$ cat src/rtl/seq_divider_if.sv
// Handshake and operand/result bundle for the sequential divider.
// The requester drives the master side; the divider implements the slave side.
interface seq_divider_if #(
  parameter int WIDTH = 16
);
  logic             start;
  logic             signed_op;
  logic [WIDTH-1:0] dividend;
  logic [WIDTH-1:0] divisor;
  logic             busy;
  logic             done;
  logic [WIDTH-1:0] quotient;
  logic [WIDTH-1:0] remainder;
  logic             div_by_zero;

  modport master (
    output start, signed_op, dividend, divisor,
    input  busy, done, quotient, remainder, div_by_zero
  );

  modport slave (
    input  start, signed_op, dividend, divisor,
    output busy, done, quotient, remainder, div_by_zero
  );
endinterface

$ cat src/rtl/seq_divider.sv
// Iterative restoring divider: one quotient bit per clock on operand magnitudes,
// followed by a single sign-correction cycle that loads the held result registers.
module seq_divider #(
  parameter int WIDTH = 16
) (
  input  logic         clk,
  input  logic         rst_n,
  seq_divider_if.slave bus
);

  localparam int CNT_W = $clog2(WIDTH);

  if (WIDTH < 4 || (WIDTH % 4) != 0) begin : g_bad_width
    $error("seq_divider: WIDTH must be a multiple of 4 and at least 4");
  end

  typedef enum logic [1:0] {IDLE, RUN, FIX} state_t;

  state_t           r_state;
  logic [CNT_W-1:0] r_cnt;
  logic             r_busy;
  logic             r_done;
  logic             r_dbz;
  logic [WIDTH-1:0] r_quot;
  logic [WIDTH-1:0] r_rem;

  logic [WIDTH:0]   r_prem;
  logic [WIDTH-1:0] r_work;
  logic [WIDTH-1:0] r_dvsr_mag;
  logic [WIDTH-1:0] r_dvd_orig;
  logic             r_neg_q;
  logic             r_neg_r;
  logic             r_zero;

  logic [WIDTH:0]   w_shift;
  logic [WIDTH:0]   w_diff;
  logic [WIDTH:0]   w_next;
  logic             w_carry;
  logic             w_unused_msb;

  function automatic logic [WIDTH-1:0] f_neg(input logic [WIDTH-1:0] v);
    return ~v + WIDTH'(1);
  endfunction

  // The most-negative value maps to 2^(WIDTH-1), which is still representable unsigned.
  function automatic logic [WIDTH-1:0] f_mag(input logic signed [WIDTH-1:0] v,
                                             input logic is_signed);
    return (is_signed && v < 0) ? f_neg(v) : v;
  endfunction

  // Trial subtract as add-complement; carry-out set means no borrow.
  assign w_shift = {r_prem[WIDTH-1:0], r_work[WIDTH-1]};
  assign {w_carry, w_diff} = {1'b0, w_shift} + {1'b0, 1'b1, ~r_dvsr_mag} + (WIDTH+2)'(1);
  assign w_next = w_carry ? w_diff : w_shift;
  // After each restore the partial remainder is below the divisor, so its top bit stays clear.
  assign w_unused_msb = r_prem[WIDTH];

  always_ff @(posedge clk or negedge rst_n) begin
    if (!rst_n) begin
      r_state <= IDLE;
      r_cnt   <= '0;
      r_busy  <= 1'b0;
      r_done  <= 1'b0;
      r_dbz   <= 1'b0;
      r_quot  <= '0;
      r_rem   <= '0;
    end else begin
      r_done <= 1'b0;
      unique case (r_state)
        IDLE: begin
          if (bus.start) begin
            r_state <= RUN;
            r_busy  <= 1'b1;
            r_cnt   <= '0;
          end
        end
        RUN: begin
          r_cnt <= r_cnt + CNT_W'(1);
          if (r_cnt == CNT_W'(WIDTH-1)) r_state <= FIX;
        end
        FIX: begin
          r_quot  <= r_zero  ? '1 : (r_neg_q ? f_neg(r_work) : r_work);
          r_rem   <= r_zero  ? r_dvd_orig
                             : (r_neg_r ? f_neg(r_prem[WIDTH-1:0]) : r_prem[WIDTH-1:0]);
          r_dbz   <= r_zero;
          r_done  <= 1'b1;
          r_busy  <= 1'b0;
          r_state <= IDLE;
        end
        default: r_state <= IDLE;
      endcase
    end
  end

  // Datapath registers carry no reset; the state machine decides when they matter.
  always_ff @(posedge clk) begin
    if (r_state == IDLE && bus.start) begin
      r_prem     <= '0;
      r_work     <= f_mag(bus.dividend, bus.signed_op);
      r_dvsr_mag <= f_mag(bus.divisor, bus.signed_op);
      r_dvd_orig <= bus.dividend;
      r_zero     <= (bus.divisor == '0);
      r_neg_q    <= bus.signed_op & (bus.dividend[WIDTH-1] ^ bus.divisor[WIDTH-1]);
      r_neg_r    <= bus.signed_op & bus.dividend[WIDTH-1];
    end else if (r_state == RUN) begin
      r_prem <= w_next;
      r_work <= {r_work[WIDTH-2:0], w_carry};
    end
  end

  assign bus.busy        = r_busy;
  assign bus.done        = r_done;
  assign bus.quotient    = r_quot;
  assign bus.remainder   = r_rem;
  assign bus.div_by_zero = r_dbz;

endmodule

$ cat src/flat_wrapper.sv
// flat-port wrapper written by rule: the top's interface ports become plain ports
module seq_divider_flat 
#(
  parameter int WIDTH = 16
)
  (clk, rst_n, bus_start, bus_signed_op, bus_dividend, bus_divisor, bus_busy, bus_done, bus_quotient, bus_remainder, bus_div_by_zero);
  seq_divider_if #(.WIDTH(WIDTH)) bus_i ();
  input  logic clk;
  input  logic rst_n;
  input wire logic [$bits(bus_i.start)-1:0] bus_start;
  input wire logic [$bits(bus_i.signed_op)-1:0] bus_signed_op;
  input wire logic [$bits(bus_i.dividend)-1:0] bus_dividend;
  input wire logic [$bits(bus_i.divisor)-1:0] bus_divisor;
  output wire logic [$bits(bus_i.busy)-1:0] bus_busy;
  output wire logic [$bits(bus_i.done)-1:0] bus_done;
  output wire logic [$bits(bus_i.quotient)-1:0] bus_quotient;
  output wire logic [$bits(bus_i.remainder)-1:0] bus_remainder;
  output wire logic [$bits(bus_i.div_by_zero)-1:0] bus_div_by_zero;
  assign bus_i.start = bus_start;
  assign bus_i.signed_op = bus_signed_op;
  assign bus_i.dividend = bus_dividend;
  assign bus_i.divisor = bus_divisor;
  assign bus_busy = bus_i.busy;
  assign bus_done = bus_i.done;
  assign bus_quotient = bus_i.quotient;
  assign bus_remainder = bus_i.remainder;
  assign bus_div_by_zero = bus_i.div_by_zero;
  seq_divider #(.WIDTH(WIDTH)) u_core (.clk(clk), .rst_n(rst_n), .bus(bus_i));
endmodule
$ cat config.mk
export PLATFORM = sky130hd
export DESIGN_NAME = seq_divider_flat
export DESIGN_NICKNAME = d
export VERILOG_FILES = /design/src/rtl/seq_divider_if.sv /design/src/rtl/seq_divider.sv /design/src/flat_wrapper.sv
export SDC_FILE = /design/constraint.sdc
export NUM_CORES = 1
export LEC_CHECK = 0
export CAP_MARGIN = 20
export CORE_ASPECT_RATIO = 0.6
export CORE_UTILIZATION = 55
export DETAILED_ROUTE_END_ITERATION = 8
export PLACE_DENSITY = 0.81
export SLEW_MARGIN = 40
export SYNTH_ARGS = -nofsm -noshare
export SYNTH_HDL_FRONTEND = slang
export SYNTH_SLANG_ARGS = --single-unit
$ cat constraint.sdc
create_clock -name clk -period 2.7 [get_ports clk]
set_input_delay 0.54 -clock clk [delete_from_list [all_inputs] [get_ports clk]]
set_output_delay 0.54 -clock clk [all_outputs]
set_load 0.1 [all_outputs]
==> flow_summary_export.csv <==
group,metric,value,unit
global_routing,grt_pass1_wl,25.7,mm
synth,yosysSeqAreaShare,46.5,%
floorplanning,die_h,84.2,um
synth,syn_area,6190,um2
synth,async_reset_ff_share,38.0,%
drt,totalWireLength,15.9,mm
synth,synth-warning-count,0,
clock_tree,clk_pin_slew,0.07,ns
synth,synthDistinctLibCells,60,
clock_tree,hold_buffers,0,
global_routing,grt_usage,28.2,%
synth,ys_ff_latch,108,
clock_tree,post_cts_resized,0,
drt,routed_via_density,5.94,
sta,fin_crit_sh,98.3,%
sta,slew_viol_final,0,
setup_path,path_cells,"inv_1 -> ha_1 -> fa_1 -> nand2b_2 -> a2111oi_1 -> buf_4 -> a211oi_1 -> buf_4 -> xnor2_1 -> mux2i_1 -> a21oi_1",
synth,synth_ff_type,"edfxtp_1",
floorplanning,design.core.area,10700,um2
sta,finalSetupViolations,0,
synth,synth_nets,716,
floorplanning,start_util,57.6,%
placement,port_buffers,70,
clock_tree,cts_setup_buffers,0,
setup_path,crit_type,"reg2reg",
cells_and_area,stdcell_area,7530,um2
placement,finalWeightedCongestion,0.959,
global_routing,grt_overflow_total,0,
sta,clock.fmax,377,MHz
cells_and_area,final_cells,898,
setup_path,crit_path_max_incr_delay,0.43,ns
pwr,p_leak,3.19,nW
floorplanning,io_pins,71,
cells_and_area,insertedDiodeCount,0,
placement,place_inst,882,
drt,drt_iter0_drc,440,
setup_path,worstPathRequired,2.94,ns
pwr,powerDensity,1200,nW/um2
placement,post-dp-hpwl,11.8,mm
synth,synth_edf_count,51,
setup_path,crit_slowest_cell,"edfxtp_1",
global_routing,grt_max_degree,45,
sta,setup_ws,0.0454,ns
drt,drc,0,
floorplanning,fp.dieW,139,um
clock_tree,clock_sinks,108,
setup_path,cp_common_cell,"buf_4",
cells_and_area,drive_gt1_share,15.0,%
hold_path,holdCritPathClass,"in2async",
sta,rsz0062_at_grt,"true",
global_routing,grt_pass1_vias,5062,
setup_path,critical_path_arrival,2.89,ns
sta,worstMarginPinSlew,0.755,ns
clock_tree,cts_tree,"built",
sta,hold_violations,0,
drt,vias,5334,
pwr,vdd_drop_max,0.718,mV
setup_path,cp-start-kind,"flip-flop",
run,cap_violations,0,
sta,slew-limit-headroom,49.7,%
status,status,"finished clean",
drt,ant_nets,0,
placement,place_area,7230,um2
floorplanning,rows,29,
clock_tree,cts_made_buffers,9,
global_routing,antenna_found_initial,0,
sta,period_minus_slack,2.65,ns
cells_and_area,fin_nets,812,
drt,first_pass_iters,7,
floorplanning,die-area,11700,um2
synth,synthTopCellsByArea,"edfxtp_1 25%, dfrtp_1 17%, nand2_1 5.3%",
drt,wl_per_cell,17.7,um
cells_and_area,area_growth_syn_to_layout,21.8,%
clock_tree,h-tree-depth,3,
setup_path,worst-path-max-fanout,3,
placement,place_ws,-0.225,ns
synth,synth.avg_cell_area,9.40,um2
synth,synth_top_area_share,24.8,%
synth,synth_cells,658,
clock_tree,clk_latency,0.35,ns
clock_tree,cts_root_buf,"clkbuf_16",
sta,finalClockSkew,0.00620,ns
setup_path,worstSetupEndpointType,"flip-flop",
synth,yosysTopAreaCell,"edfxtp_1",
clock_tree,cts.path.max_buffers,2,
[worst max-delay path: cells and delay by family (launching register included)]
kind	cells	cell delay (ns)
buffers and inverters	3	0.44
adder cells (fa/ha/maj)	2	0.65
AND/OR/NAND/NOR	1	0.26
XOR/XNOR	1	0.11
flip-flops	1	0.43
multiplexers	1	0.14
AO/OA/AOI/OAI	3	0.52
[logic make-up after synthesis]
logic type,Yosys count,share of synthesized area [%]
muxes,17,2.77
xor gates and xnor gates,64,9.06
adders and majority gates,22,4.57
buffers and inverters,63,3.90
DFF,108,46.5
AOI/OAI and AO/OA,178,17.9
and+or+nand+nor,206,15.3
[area by class of cell]
cell class | instances | area (um2)
clock buffer | 9 | 225
clock inverter | 7 | 57.6
fill | 784 | 3210
inverter | 34 | 128
multi-input combinational | 487 | 3090
sequential | 108 | 2880
tap | 139 | 174
timing repair buffer | 114 | 978
[per-layer routing]
layer	track usage, %	vias up	wire, um
met3	5.53	14	1420
met2	41.3	227	6790
li1	-	2528	-
met5	0	-	0
met4	7.78	0	168
met1	42.5	2565	7520
[synth_stat cells, types with 2 or more instances]
cell       count
nand2_1       88
o21ai_0       63
edfxtp_1      51
nor2_1        50
a21oi_1       48
dfrtp_1       41
xor2_1        37
inv_1         33
xnor2_1       27
clkbuf_1      23
ha_1          21
nand3_1       18
dfxtp_1       16
mux2i_1       16
nor3_1        12
a31oi_1       10
o31ai_1        9
a21o_1         7
a211oi_1       5
nor2b_1        5
o21a_1         5
o41ai_1        5
a21boi_0       4
buf_2          4
nand2b_1       4
nand4_1        4
a22o_1         3
and2_1         3
nor4_1         3
o2111ai_1      3
o21bai_1       3
or4_4          3
a2111oi_0      2
buf_1          2
o211ai_1       2
o31ai_4        2
or2_1          2
or3_1          2
[flip-flops by register name, indices dropped and copies added (netlist names), 2 cells and up]
| register | cells |
|---|---|
| u_core.r_dvd_orig | 16 |
| u_core.r_dvsr_mag | 16 |
| u_core.r_work | 16 |
| u_core.r_prem | 16 |
| u_core.r_cnt | 4 |
| u_core.bus.quotient | 16 |
| u_core.bus.remainder | 16 |
| u_core.r_state | 2 |
[placed cells by master, fill, tap and decap left out, types with 4 or more instances in the layout]
master / count
nor2b_1: 5
o31ai_1: 8
nand4_1: 4
a21o_1: 7
nor2_1: 50
nand2_1: 88
o21a_1: 5
o41ai_1: 5
clkbuf_16: 9
xnor2_1: 27
o21ai_0: 62
a21oi_1: 47
ha_1: 21
nand3_1: 18
a31oi_1: 10
nor3_1: 12
a211oi_1: 4
edfxtp_1: 51
dfxtp_1: 16
mux2i_1: 16
xor2_1: 37
clkdlybuf4s50_1: 34
buf_4: 77
inv_1: 33
dfrtp_1: 41
[worst paths after layout]
path | from | end | slack, ns | cells past startpoint
max | u_core.r_work[15] | u_core.r_prem[10] | 0.05 | 11
max reg2reg | u_core.r_work[15] | u_core.r_prem[10] | 0.05 | 11
max in group asynchronous | rst_n | u_core.bus.quotient[8] | 2.15 | 1
min in group clk | u_core.bus.remainder[11] | u_core.bus.remainder[11] | 0.48 | 2
min reg2reg | u_core.bus.remainder[11] | u_core.bus.remainder[11] | 0.48 | 2
min | rst_n | u_core.bus.done | 0.16 | 1
[stage by stage]
step / TNS (ns) / utilization (%) / total power, mW / hold WS [ns]
CTS: 0 / 69.9 / 8.95 / 0.189
global route: -0.162 / 70.1 / 9.58 / 0.203
floorplan: 0 / - / 6.20 / 0.244
finish: 0 / 70.1 / 9.07 / 0.163
detailed placement: -0.489 / 67.3 / 7.64 / 0.463
global placement: -0.437 / 67.3 / 7.49 / 0.454
[power breakdown]
part | switching [mW] | total [mW] | internal, mW
Combinational | 3.14 | 4.94 | 1.80
Sequential | 0.504 | 2.83 | 2.33
Clock | 0.649 | 1.29 | 0.644
Total | 4.29 | 9.07 | 4.77
Note: power is estimated with default switching activity, not from simulation.
